## src/rtl/alu_pkg.sv

```systemverilog
// Shared encodings for the ALU issue controller and the ALU datapath:
// opcodes, one-hot ALU selects, CCR bit positions and the decode record.
package alu_pkg;

  localparam int DATA_W = 16;
  localparam int OPC_W  = 5;
  localparam int RA_W   = 3;
  localparam int OP_W   = 7;

  localparam logic [OPC_W-1:0] OPC_NOP  = 5'd0;
  localparam logic [OPC_W-1:0] OPC_SETC = 5'd1;
  localparam logic [OPC_W-1:0] OPC_CLRC = 5'd2;
  localparam logic [OPC_W-1:0] OPC_NOT  = 5'd3;
  localparam logic [OPC_W-1:0] OPC_ADD  = 5'd4;
  localparam logic [OPC_W-1:0] OPC_SUB  = 5'd5;
  localparam logic [OPC_W-1:0] OPC_AND  = 5'd6;
  localparam logic [OPC_W-1:0] OPC_OR   = 5'd7;
  localparam logic [OPC_W-1:0] OPC_SHR  = 5'd8;
  localparam logic [OPC_W-1:0] OPC_SHL  = 5'd9;
  localparam logic [OPC_W-1:0] OPC_JZ   = 5'd10;
  localparam logic [OPC_W-1:0] OPC_JN   = 5'd11;
  localparam logic [OPC_W-1:0] OPC_JC   = 5'd12;
  localparam logic [OPC_W-1:0] OPC_JMP  = 5'd13;

  localparam logic [OP_W-1:0] ALU_ADD = 7'b0000001;
  localparam logic [OP_W-1:0] ALU_SUB = 7'b0000010;
  localparam logic [OP_W-1:0] ALU_AND = 7'b0000100;
  localparam logic [OP_W-1:0] ALU_OR  = 7'b0001000;
  localparam logic [OP_W-1:0] ALU_NOT = 7'b0010000;
  localparam logic [OP_W-1:0] ALU_SHR = 7'b0100000;
  localparam logic [OP_W-1:0] ALU_SHL = 7'b1000000;

  localparam int CCR_Z = 0;
  localparam int CCR_C = 1;
  localparam int CCR_N = 2;

  typedef enum logic [1:0] {
    COND_Z      = 2'd0,
    COND_N      = 2'd1,
    COND_C      = 2'd2,
    COND_ALWAYS = 2'd3
  } jcond_e;

  typedef enum logic {
    ST_IDLE = 1'b0,
    ST_EXEC = 1'b1
  } state_e;

  typedef struct packed {
    logic [OP_W-1:0] alu_op;
    logic            alu_b_sel;
    logic            wb_en;
    logic            updates_c;
    logic            set_c;
    logic            clr_c;
    logic            is_jump;
    jcond_e          jump_cond;
    logic            illegal;
  } dec_t;

endpackage

```

## src/rtl/alu_op_decoder.sv

```systemverilog
// Purely combinational opcode decode into ALU select, operand select,
// writeback/flag intent and jump condition.
module alu_op_decoder
  import alu_pkg::*;
(
  input  logic [OPC_W-1:0] opc_i,
  output dec_t             dec_o
);

  always_comb begin
    dec_o = '0;
    case (opc_i)
      OPC_NOP:  ;
      OPC_SETC: dec_o.set_c = 1'b1;
      OPC_CLRC: dec_o.clr_c = 1'b1;
      OPC_NOT: begin
        dec_o.alu_op = ALU_NOT;
        dec_o.wb_en  = 1'b1;
      end
      OPC_ADD: begin
        dec_o.alu_op    = ALU_ADD;
        dec_o.wb_en     = 1'b1;
        dec_o.updates_c = 1'b1;
      end
      OPC_SUB: begin
        dec_o.alu_op    = ALU_SUB;
        dec_o.wb_en     = 1'b1;
        dec_o.updates_c = 1'b1;
      end
      OPC_AND: begin
        dec_o.alu_op = ALU_AND;
        dec_o.wb_en  = 1'b1;
      end
      OPC_OR: begin
        dec_o.alu_op = ALU_OR;
        dec_o.wb_en  = 1'b1;
      end
      // Shift amount comes from the 5-bit immediate field.
      OPC_SHR: begin
        dec_o.alu_op    = ALU_SHR;
        dec_o.alu_b_sel = 1'b1;
        dec_o.wb_en     = 1'b1;
        dec_o.updates_c = 1'b1;
      end
      OPC_SHL: begin
        dec_o.alu_op    = ALU_SHL;
        dec_o.alu_b_sel = 1'b1;
        dec_o.wb_en     = 1'b1;
        dec_o.updates_c = 1'b1;
      end
      OPC_JZ: begin
        dec_o.is_jump   = 1'b1;
        dec_o.jump_cond = COND_Z;
      end
      OPC_JN: begin
        dec_o.is_jump   = 1'b1;
        dec_o.jump_cond = COND_N;
      end
      OPC_JC: begin
        dec_o.is_jump   = 1'b1;
        dec_o.jump_cond = COND_C;
      end
      OPC_JMP: begin
        dec_o.is_jump   = 1'b1;
        dec_o.jump_cond = COND_ALWAYS;
      end
      default: dec_o.illegal = 1'b1;
    endcase
  end

endmodule

```

## src/rtl/alu_issue_ctrl.sv

```systemverilog
// Two-state issue sequencer for the 16-bit ALU: captures one instruction,
// drives the datapath for one EXEC cycle, and maintains the {N,C,Z} CCR.
module alu_issue_ctrl
  import alu_pkg::*;
(
  input  logic              clk,
  input  logic              rst_n,
  input  logic              instr_valid,
  output logic              instr_ready,
  input  logic [DATA_W-1:0] instr,
  input  logic              flush,
  output logic [OP_W-1:0]   alu_op,
  output logic              alu_b_sel,
  output logic [DATA_W-1:0] imm_out,
  output logic [RA_W-1:0]   rdst_addr,
  output logic [RA_W-1:0]   rsrc_addr,
  input  logic              zero_flag,
  input  logic              carry_flag,
  input  logic              negative_flag,
  output logic              wb_en,
  output logic [2:0]        ccr,
  output logic              branch_taken,
  output logic [RA_W-1:0]   branch_reg,
  output logic              illegal_op
);

  state_e            state_q, state_d;
  logic [DATA_W-1:0] instr_q, instr_d;
  logic [2:0]        ccr_q, ccr_d;
  dec_t              dec;

  alu_op_decoder u_dec (
    .opc_i (instr_q[15:11]),
    .dec_o (dec)
  );

  assign instr_ready = (state_q == ST_IDLE);
  assign ccr         = ccr_q;

  always_ff @(posedge clk or negedge rst_n) begin
    if (!rst_n) begin
      state_q <= ST_IDLE;
      instr_q <= '0;
      ccr_q   <= '0;
    end else begin
      state_q <= state_d;
      instr_q <= instr_d;
      ccr_q   <= ccr_d;
    end
  end

  always_comb begin
    state_d      = state_q;
    instr_d      = instr_q;
    ccr_d        = ccr_q;
    alu_op       = '0;
    alu_b_sel    = 1'b0;
    imm_out      = '0;
    rdst_addr    = '0;
    rsrc_addr    = '0;
    wb_en        = 1'b0;
    branch_taken = 1'b0;
    branch_reg   = '0;
    illegal_op   = 1'b0;
    case (state_q)
      ST_IDLE: begin
        if (instr_valid && !flush) begin
          instr_d = instr;
          state_d = ST_EXEC;
        end
      end
      ST_EXEC: begin
        state_d   = ST_IDLE;
        rdst_addr = instr_q[10:8];
        rsrc_addr = instr_q[7:5];
        imm_out   = {{(DATA_W-5){1'b0}}, instr_q[4:0]};
        alu_b_sel = dec.alu_b_sel;
        // A flushed EXEC leaves no architectural trace: no writeback, flags or branch.
        if (!flush) begin
          alu_op     = dec.alu_op;
          wb_en      = dec.wb_en;
          illegal_op = dec.illegal;
          if (dec.alu_op != '0) begin
            ccr_d[CCR_Z] = zero_flag;
            ccr_d[CCR_N] = negative_flag;
            if (dec.updates_c) ccr_d[CCR_C] = carry_flag;
          end
          if (dec.set_c) ccr_d[CCR_C] = 1'b1;
          if (dec.clr_c) ccr_d[CCR_C] = 1'b0;
          if (dec.is_jump) begin
            case (dec.jump_cond)
              COND_Z: if (ccr_q[CCR_Z]) begin
                branch_taken = 1'b1;
                ccr_d[CCR_Z] = 1'b0;
              end
              COND_N: if (ccr_q[CCR_N]) begin
                branch_taken = 1'b1;
                ccr_d[CCR_N] = 1'b0;
              end
              COND_C: if (ccr_q[CCR_C]) begin
                branch_taken = 1'b1;
                ccr_d[CCR_C] = 1'b0;
              end
              COND_ALWAYS: branch_taken = 1'b1;
            endcase
            if (branch_taken) branch_reg = instr_q[10:8];
          end
        end
      end
      default: state_d = ST_IDLE;
    endcase
  end

endmodule

```

## config.mk

```make
export PLATFORM = sky130hd
export DESIGN_NAME = alu_issue_ctrl
export DESIGN_NICKNAME = d
export VERILOG_FILES = /design/src/rtl/alu_pkg.sv /design/src/rtl/alu_op_decoder.sv /design/src/rtl/alu_issue_ctrl.sv
export SDC_FILE = /design/constraint.sdc
export NUM_CORES = 1
export LEC_CHECK = 0
export CAP_MARGIN = 40
export CORE_ASPECT_RATIO = 0.8
export CORE_UTILIZATION = 36
export DETAILED_ROUTE_END_ITERATION = 8
export GPL_ROUTABILITY_DRIVEN = 0
export PLACE_DENSITY = 0.75
export SLEW_MARGIN = 10
export SYNTH_ARGS = -nofsm -noshare
export SYNTH_HDL_FRONTEND = slang
export SYNTH_SLANG_ARGS = --single-unit
```

## constraint.sdc

```tcl
create_clock -name clk -period 1.5 [get_ports clk]
set_input_delay 0.225 -clock clk [delete_from_list [all_inputs] [get_ports clk]]
set_output_delay 0.225 -clock clk [all_outputs]
set_load 0.01 [all_outputs]
```

Word-level counts from Yosys, hierarchy flattened
Cells that the tools add are included.
{ "word_totals": {"out_inout_bits": 40, "reg_bits": 20} }
{ "op_classes": {"mux": 45, "eq_ne": 16, "bitwise_logic": 2, "n_reduce_logical": 11} }
{ "op_table": {"columns": ["op", "count"], "rows": [
  ["7-bit case mux with 7 select lines", 1],
  ["5-bit by 4-bit == test with 1-bit output, second input constant", 6],
  ["1-bit 2-to-1 mux", 30],
  ["3-bit 2-to-1 mux", 8],
  ["5-bit by 3-bit == test with 1-bit output, second input constant", 4],
  ["7-bit 2-to-1 mux", 2],
  ["14-bit OR reduction", 1],
  ["3-bit case mux with 4 select lines", 1],
  ["5-bit by 2-bit == test with 1-bit output, second input constant", 2],
  ["7-bit nonzero test", 1],
  ["7-bit OR reduction", 1],
  ["5-bit by 1-bit == test with 1-bit output, second input constant", 1],
  ["5-bit zero test", 1],
  ["5-bit 2-to-1 mux", 1],
  ["2-bit == test, second input constant", 2],
  ["1-bit case mux with 4 select lines", 1],
  ["2-bit AND reduction", 2],
  ["4-bit OR reduction", 1],
  ["2-bit by 1-bit == test with 1-bit output, second input constant", 1],
  ["2-bit zero test", 1],
  ["1-bit NOT", 2],
  ["1-bit case mux with 2 select lines", 1],
  ["2-bit OR reduction", 1],
  ["1-bit logical AND", 1],
  ["1-bit zero test", 1]
]} }

Logic depth before layout (Yosys ltp)
{ "logic_depth": {"depth_word": 11, "ltp_mapped": 5, "mapped_depth_nobuf": 4} }

Cells and area by module
A second synthesis with hierarchy kept.
{ "unflattened": {"cells_unflattened": 127, "area_unflattened_um2": 1377.6} }
{ "by_module_without_submodules": {"columns": ["mod", "cells_per_inst", "instances", "area_per_inst_um2", "seq_area_each_um2"], "rows": [
  ["alu_issue_ctrl", 99, 1, 1134.8, 500.5],
  ["alu_op_decoder", 28, 1, 242.7, 0.0]
]} }

Worst setup path after synthesis
Ideal clock, no wire load.
{ "synth_path": {"path_type": "reg-to-output", "startpoint": "reg instr_q[15]", "endpoint": "out alu_op[1]", "required_ns": 1.275, "n_path_buf": 0, "t_arrival_ns": 1.359, "path_stages_with_launch": 4, "slack_ns": -0.084, "cell_sequence": "dfrtp_1 or3b_4 or3_4 nor2_1"} }
{ "synth_via": {"elab_chain_len": 4, "word_cells_on_any_way": 10, "cone_classes": "eq/ne (7); mux (3)"} }
{ "synth_lines": {"columns": ["item", "line", "text"], "rows": [
  ["start: declaration", "alu_issue_ctrl.sv:28", "logic [DATA_W-1:0] instr_q, instr_d;"],
  ["start signal: assignment", "alu_issue_ctrl.sv:47", "instr_q <= instr_d;"],
  ["5-bit by 4-bit == test with 1-bit output, or another cell as far along", "alu_op_decoder.sv:12", "case (opc_i)"],
  ["7-bit case mux with 7 select lines (*)", "alu_op_decoder.sv:12", null],
  ["7-bit 2-to-1 mux (*)", "alu_issue_ctrl.sv:79", "if (!flush) begin"],
  ["7-bit 2-to-1 mux (*)", "alu_issue_ctrl.sv:65", "case (state_q)"],
  ["end: declaration", "alu_issue_ctrl.sv:12", "output logic [OP_W-1:0] alu_op,"]
]} }
Every way passes the cells marked *; elsewhere a longest branch is shown, timed or not.

Final worst setup path
{ "layout_path": {"startpoint": "reg instr_q[13]", "endpoint": "out branch_reg[1]"} }
{ "layout_via": {"elab_chain_len": 11, "word_cells_on_any_way": 17, "cone_classes": "eq/ne (7); mux (9); reduce/logical (1)"} }
{ "layout_lines": {"columns": ["item", "line", "text"], "rows": [
  ["5-bit by 4-bit == test with 1-bit output", "alu_op_decoder.sv:12", null],
  ["3-bit case mux with 4 select lines (*)", "alu_op_decoder.sv:12", null],
  ["2-bit == test, or another cell as far along", "alu_issue_ctrl.sv:91", "case (dec.jump_cond)"],
  ["1-bit case mux with 4 select lines", "alu_issue_ctrl.sv:91", null],
  ["1-bit 2-to-1 mux", "alu_issue_ctrl.sv:90", "if (dec.is_jump) begin"],
  ["1-bit 2-to-1 mux", "alu_issue_ctrl.sv:79", null],
  ["1-bit 2-to-1 mux", "alu_issue_ctrl.sv:65", null],
  ["3-bit 2-to-1 mux", "alu_issue_ctrl.sv:106", "if (branch_taken) branch_reg = instr_q[10:8];"],
  ["3-bit 2-to-1 mux (*)", "alu_issue_ctrl.sv:90", null],
  ["3-bit 2-to-1 mux (*)", "alu_issue_ctrl.sv:79", null],
  ["3-bit 2-to-1 mux (*)", "alu_issue_ctrl.sv:65", null],
  ["end: declaration", "alu_issue_ctrl.sv:23", "output logic [RA_W-1:0] branch_reg,"]
]} }
Every way passes the cells marked *; elsewhere a longest branch is shown, timed or not. The select of a mux whose other input is x is not followed.

==> metrics.txt <==
# TYPE chip_impl_metric gauge
chip_impl_metric{name="synth_cell_types",unit=""} 36
chip_impl_metric{name="share_of_the_cycle_needed_by_the_critical_path_after_routing",unit="%"} 134
chip_impl_metric{name="route.detailed.vias_per_inst",unit=""} 5.11
chip_impl_metric{name="ys_seq_elements",unit=""} 20
chip_impl_metric{name="synth-edff-count",unit=""} 0
chip_impl_metric{name="clock_skew",unit="ns"} 0.000990
chip_impl_metric{name="port-buffer-count",unit=""} 51
chip_impl_metric{name="whs",unit="ns"} 0.301
chip_impl_info{name="path_category_of_the_worst_min_delay_check",value="input port to asynchronous set/reset pin"} 1
chip_impl_metric{name="mappedNetlistArea",unit="um^2"} 1250
chip_impl_metric{name="numCtsBuffers",unit=""} 3
chip_impl_metric{name="power_density",unit="nW/um^2"} 1020
chip_impl_metric{name="drcViolationCount",unit=""} 0
chip_impl_metric{name="grt_max_degree",unit=""} 21
chip_impl_metric{name="maxClockFrequency",unit="MHz"} 496
chip_impl_metric{name="h-tree-depth",unit=""} 1
chip_impl_metric{name="number_of_antenna_violations_at_the_first_check_in_global_routing",unit=""} 0
chip_impl_metric{name="tritoncts_num_sinks",unit=""} 20
chip_impl_metric{name="totalWireLength",unit="mm"} 4.73
chip_impl_metric{name="filler_cell_count",unit=""} 199
chip_impl_metric{name="dpl.hpwl",unit="mm"} 2.67
chip_impl_metric{name="placedCellCount",unit=""} 235
chip_impl_info{name="synthDominantAreaCellType",value="dfrtp_1"} 1
chip_impl_metric{name="final_net_count",unit=""} 242
chip_impl_info{name="root_buffer",value="clkbuf_8"} 1
chip_impl_info{name="status",value="finished with violations"} 1
chip_impl_metric{name="seq_area",unit="um^2"} 503
chip_impl_metric{name="placementRows",unit=""} 18
chip_impl_metric{name="route.vias.total",unit=""} 1319
chip_impl_info{name="start_kind",value="register"} 1
chip_impl_metric{name="layout_cells_excl_fill",unit=""} 258
chip_impl_metric{name="power.ir.vdd_worst",unit="uV"} 781
chip_impl_metric{name="insertion_delay",unit="ns"} 0.26
chip_impl_metric{name="die_span_y",unit="um"} 54.7
chip_impl_metric{name="drive_above_1_share",unit="%"} 56.4
chip_impl_metric{name="worstPathMaxFanout",unit=""} 3
chip_impl_metric{name="power.leakage",unit="uW"} 0.00111
chip_impl_info{name="synth-main-ff-cell",value="dfrtp_1"} 1
chip_impl_metric{name="ys_warn_count",unit=""} 0
chip_impl_metric{name="multiInputGateArea",unit="um^2"} 887
chip_impl_metric{name="detailedRoute.firstPassIterationCount",unit=""} 4
chip_impl_metric{name="worst-endpoint-required",unit="ns"} 1.27
chip_impl_metric{name="grt_overflow_total",unit=""} 0
chip_impl_metric{name="drv_cap",unit=""} 0
chip_impl_info{name="cell_by_cell_listing_of_the_critical_path",value="xor2_2 > nand3_1 > o211ai_1 > buf_4 > and3_4 > buf_6"} 1
chip_impl_metric{name="crit_arrival",unit="ns"} 1.79
chip_impl_metric{name="finalCriticalPeriod",unit="ns"} 2.02
chip_impl_metric{name="postSynthAreaPerCell",unit="um^2"} 9.92
chip_impl_metric{name="fp.coreArea",unit="um^2"} 3200
chip_impl_metric{name="drt_iter0_drc",unit=""} 64
chip_impl_metric{name="post_route_total_power",unit="uW"} 2420
chip_impl_metric{name="chipWidth",unit="um"} 67.9
chip_impl_metric{name="critical_path_buf_inv_count",unit=""} 2
chip_impl_metric{name="final_antenna_net_count",unit=""} 0
chip_impl_info{name="synth_commonest_cells",value="dfrtp_1 (20), and2_1 (12), buf_4 (11), mux2_2 (8), nor2_1 (8)"} 1
chip_impl_metric{name="syn_inst",unit=""} 126
chip_impl_metric{name="timing.final.setup_violations",unit=""} 33
chip_impl_info{name="yosys.cell_count.top_type",value="dfrtp_1"} 1
chip_impl_info{name="critical_path.slowest_cell",value="dfrtp_2"} 1
chip_impl_metric{name="io-pin-count",unit=""} 63
chip_impl_metric{name="clock_path_buffers",unit=""} 2
chip_impl_metric{name="post-place-ws",unit="ns"} -0.914
chip_impl_metric{name="report.final.hold_viol_count",unit=""} 0
chip_impl_info{name="post_synth_main_area_contributors",value="dfrtp_1 (40%), mux2_2 (7.2%), buf_4 (6.6%), mux2_1 (6.3%), and2_1 (6.0%)"} 1
chip_impl_metric{name="die_area",unit="um^2"} 3710
chip_impl_metric{name="netlist.area_leader.share",unit="%"} 40.0
chip_impl_metric{name="critical-path-max-stage-delay",unit="ns"} 0.46
chip_impl_info{name="critical_path.top_delay_family",value="flip-flops"} 1
chip_impl_metric{name="first_global_vias",unit=""} 1256
chip_impl_metric{name="route.detailed.wl_per_inst",unit="um"} 18.3
chip_impl_metric{name="final_critical_path_setup_slack",unit="ns"} -0.516
chip_impl_metric{name="final_number_of_max_transition_violations",unit=""} 0
chip_impl_info{name="failed_checks",value="negative setup slack"} 1
chip_impl_info{name="rsz0062_at_grt",value="yes"} 1
chip_impl_metric{name="total_grt_usage",unit="%"} 23.7
chip_impl_metric{name="async_flop_share",unit="%"} 100
chip_impl_metric{name="syn_to_final_growth",unit="%"} 89.2
chip_impl_metric{name="sequential_share_of_the_synthesized_area",unit="%"} 40.0
chip_impl_info{name="critical_path.endpoint_type",value="output pin"} 1
chip_impl_info{name="class_of_the_most_critical_setup_path",value="register to output pin"} 1
chip_impl_metric{name="grt_pass1_wl",unit="mm"} 6.18
chip_impl_metric{name="antennaDiodeCount",unit=""} 0
chip_impl_metric{name="clk_pin_slew",unit="ns"} 0.07
chip_impl_metric{name="initial_core_util",unit="%"} 39.1
chip_impl_info{name="clock_tree_from_tritoncts",value="yes"} 1
## path summary, 6_finish.rpt
| kind | start | end | slack (ns) | depth (start not counted) |
|---|---|---|---|---|
| min in group clk | instr_q[1] | instr_q[1] | 0.51 | 1 |
| max reg2reg | instr_q[15] | ccr[2] | -0.38 | 7 |
| min reg2reg | instr_q[1] | instr_q[1] | 0.51 | 1 |
| max | instr_q[13] | branch_reg[1] | -0.52 | 6 |
| min | rst_n | instr_q[0] | 0.30 | 2 |
| max in group asynchronous | rst_n | instr_q[12] | 0.96 | 2 |
## logic make-up after synthesis
family                    count (synthesis)  share of synthesized area, %
DFF                                      20                          40.0
xor gates and xnor gates                  1                         0.701
buffers and inverters                    22                          10.5
and+or+nand+nor                          52                          24.5
AOI/OAI and AO/OA                        12                          8.01
muxes                                    18                          15.9
other                                     1                         0.300
## area by class of cell
class	instances	share of cell area [%]
multi-input combinational	94	37.5
clock buffer	3	1.75
clock inverter	1	1.27
inverter	4	0.635
sequential	20	21.3
tap	40	2.12
timing repair buffer	96	35.4
## repair_timing
item | in CTS | in global routing
cloned | 0 | 0
setup endpoints to repair | 30 | 38
resized for setup | 127 | 55
pin swaps | 12 | 8
buffers inserted | 14 | 7
hold buffers | 0 | 0
## stage by stage
step	area, um^2	util, %	setup TNS, ns
6_report	2360	73.9	-7.78
5_1_grt	2360	73.9	-9.43
4_1_cts	2150	67.2	-6.39
3_5_place_dp	1950	60.8	-12.89
3_3_place_gp	1950	60.8	-12.11
2_1_floorplan	1300	-	-0.279
## registers in the layout (all words and copies together) (netlist names)
signal,count
ccr,3
instr_q,16
state_q,1
## per-layer routing
| layer | up-vias | global-route usage (%) | part of all wire, % |
|---|---|---|---|
| li1 | 593 | - | - |
| met1 | 648 | 29.3 | 40 |
| met2 | 61 | 40.1 | 50 |
| met3 | 17 | 5.42 | 5.6 |
| met4 | 0 | 10.1 | 3.7 |
| met5 | - | 0 | 0 |
## layout by cell type (no fill, tap or decap), drive strengths merged, types with 2 or more instances in the layout
cell type	instances
nor3	6
conb	11
clkdlybuf4s50	21
mux2i	3
inv	4
nor2	8
nand2	4
dlygate4sd2	2
buf	68
a31o	2
and2	12
clkbuf	5
dfrtp	20
nor2b	3
and3	3
nand3	2
o311ai	2
nand3b	2
nor4	2
or3	2
mux2	15
o21ai	2
dlymetal6s2s	2
nand2b	4
## where the power goes
| part | internal (uW) | leakage [uW] | switching (uW) | total, uW |
|---|---|---|---|---|
| logic | 649 | 0.000842 | 496 | 1140 |
| registers | 648 | 0.000233 | 93.1 | 741 |
| clock network | 356 | 0.0000357 | 181 | 537 |
| total | 1650 | 0.00111 | 770 | 2420 |
(Power assumes the default switching activity.)
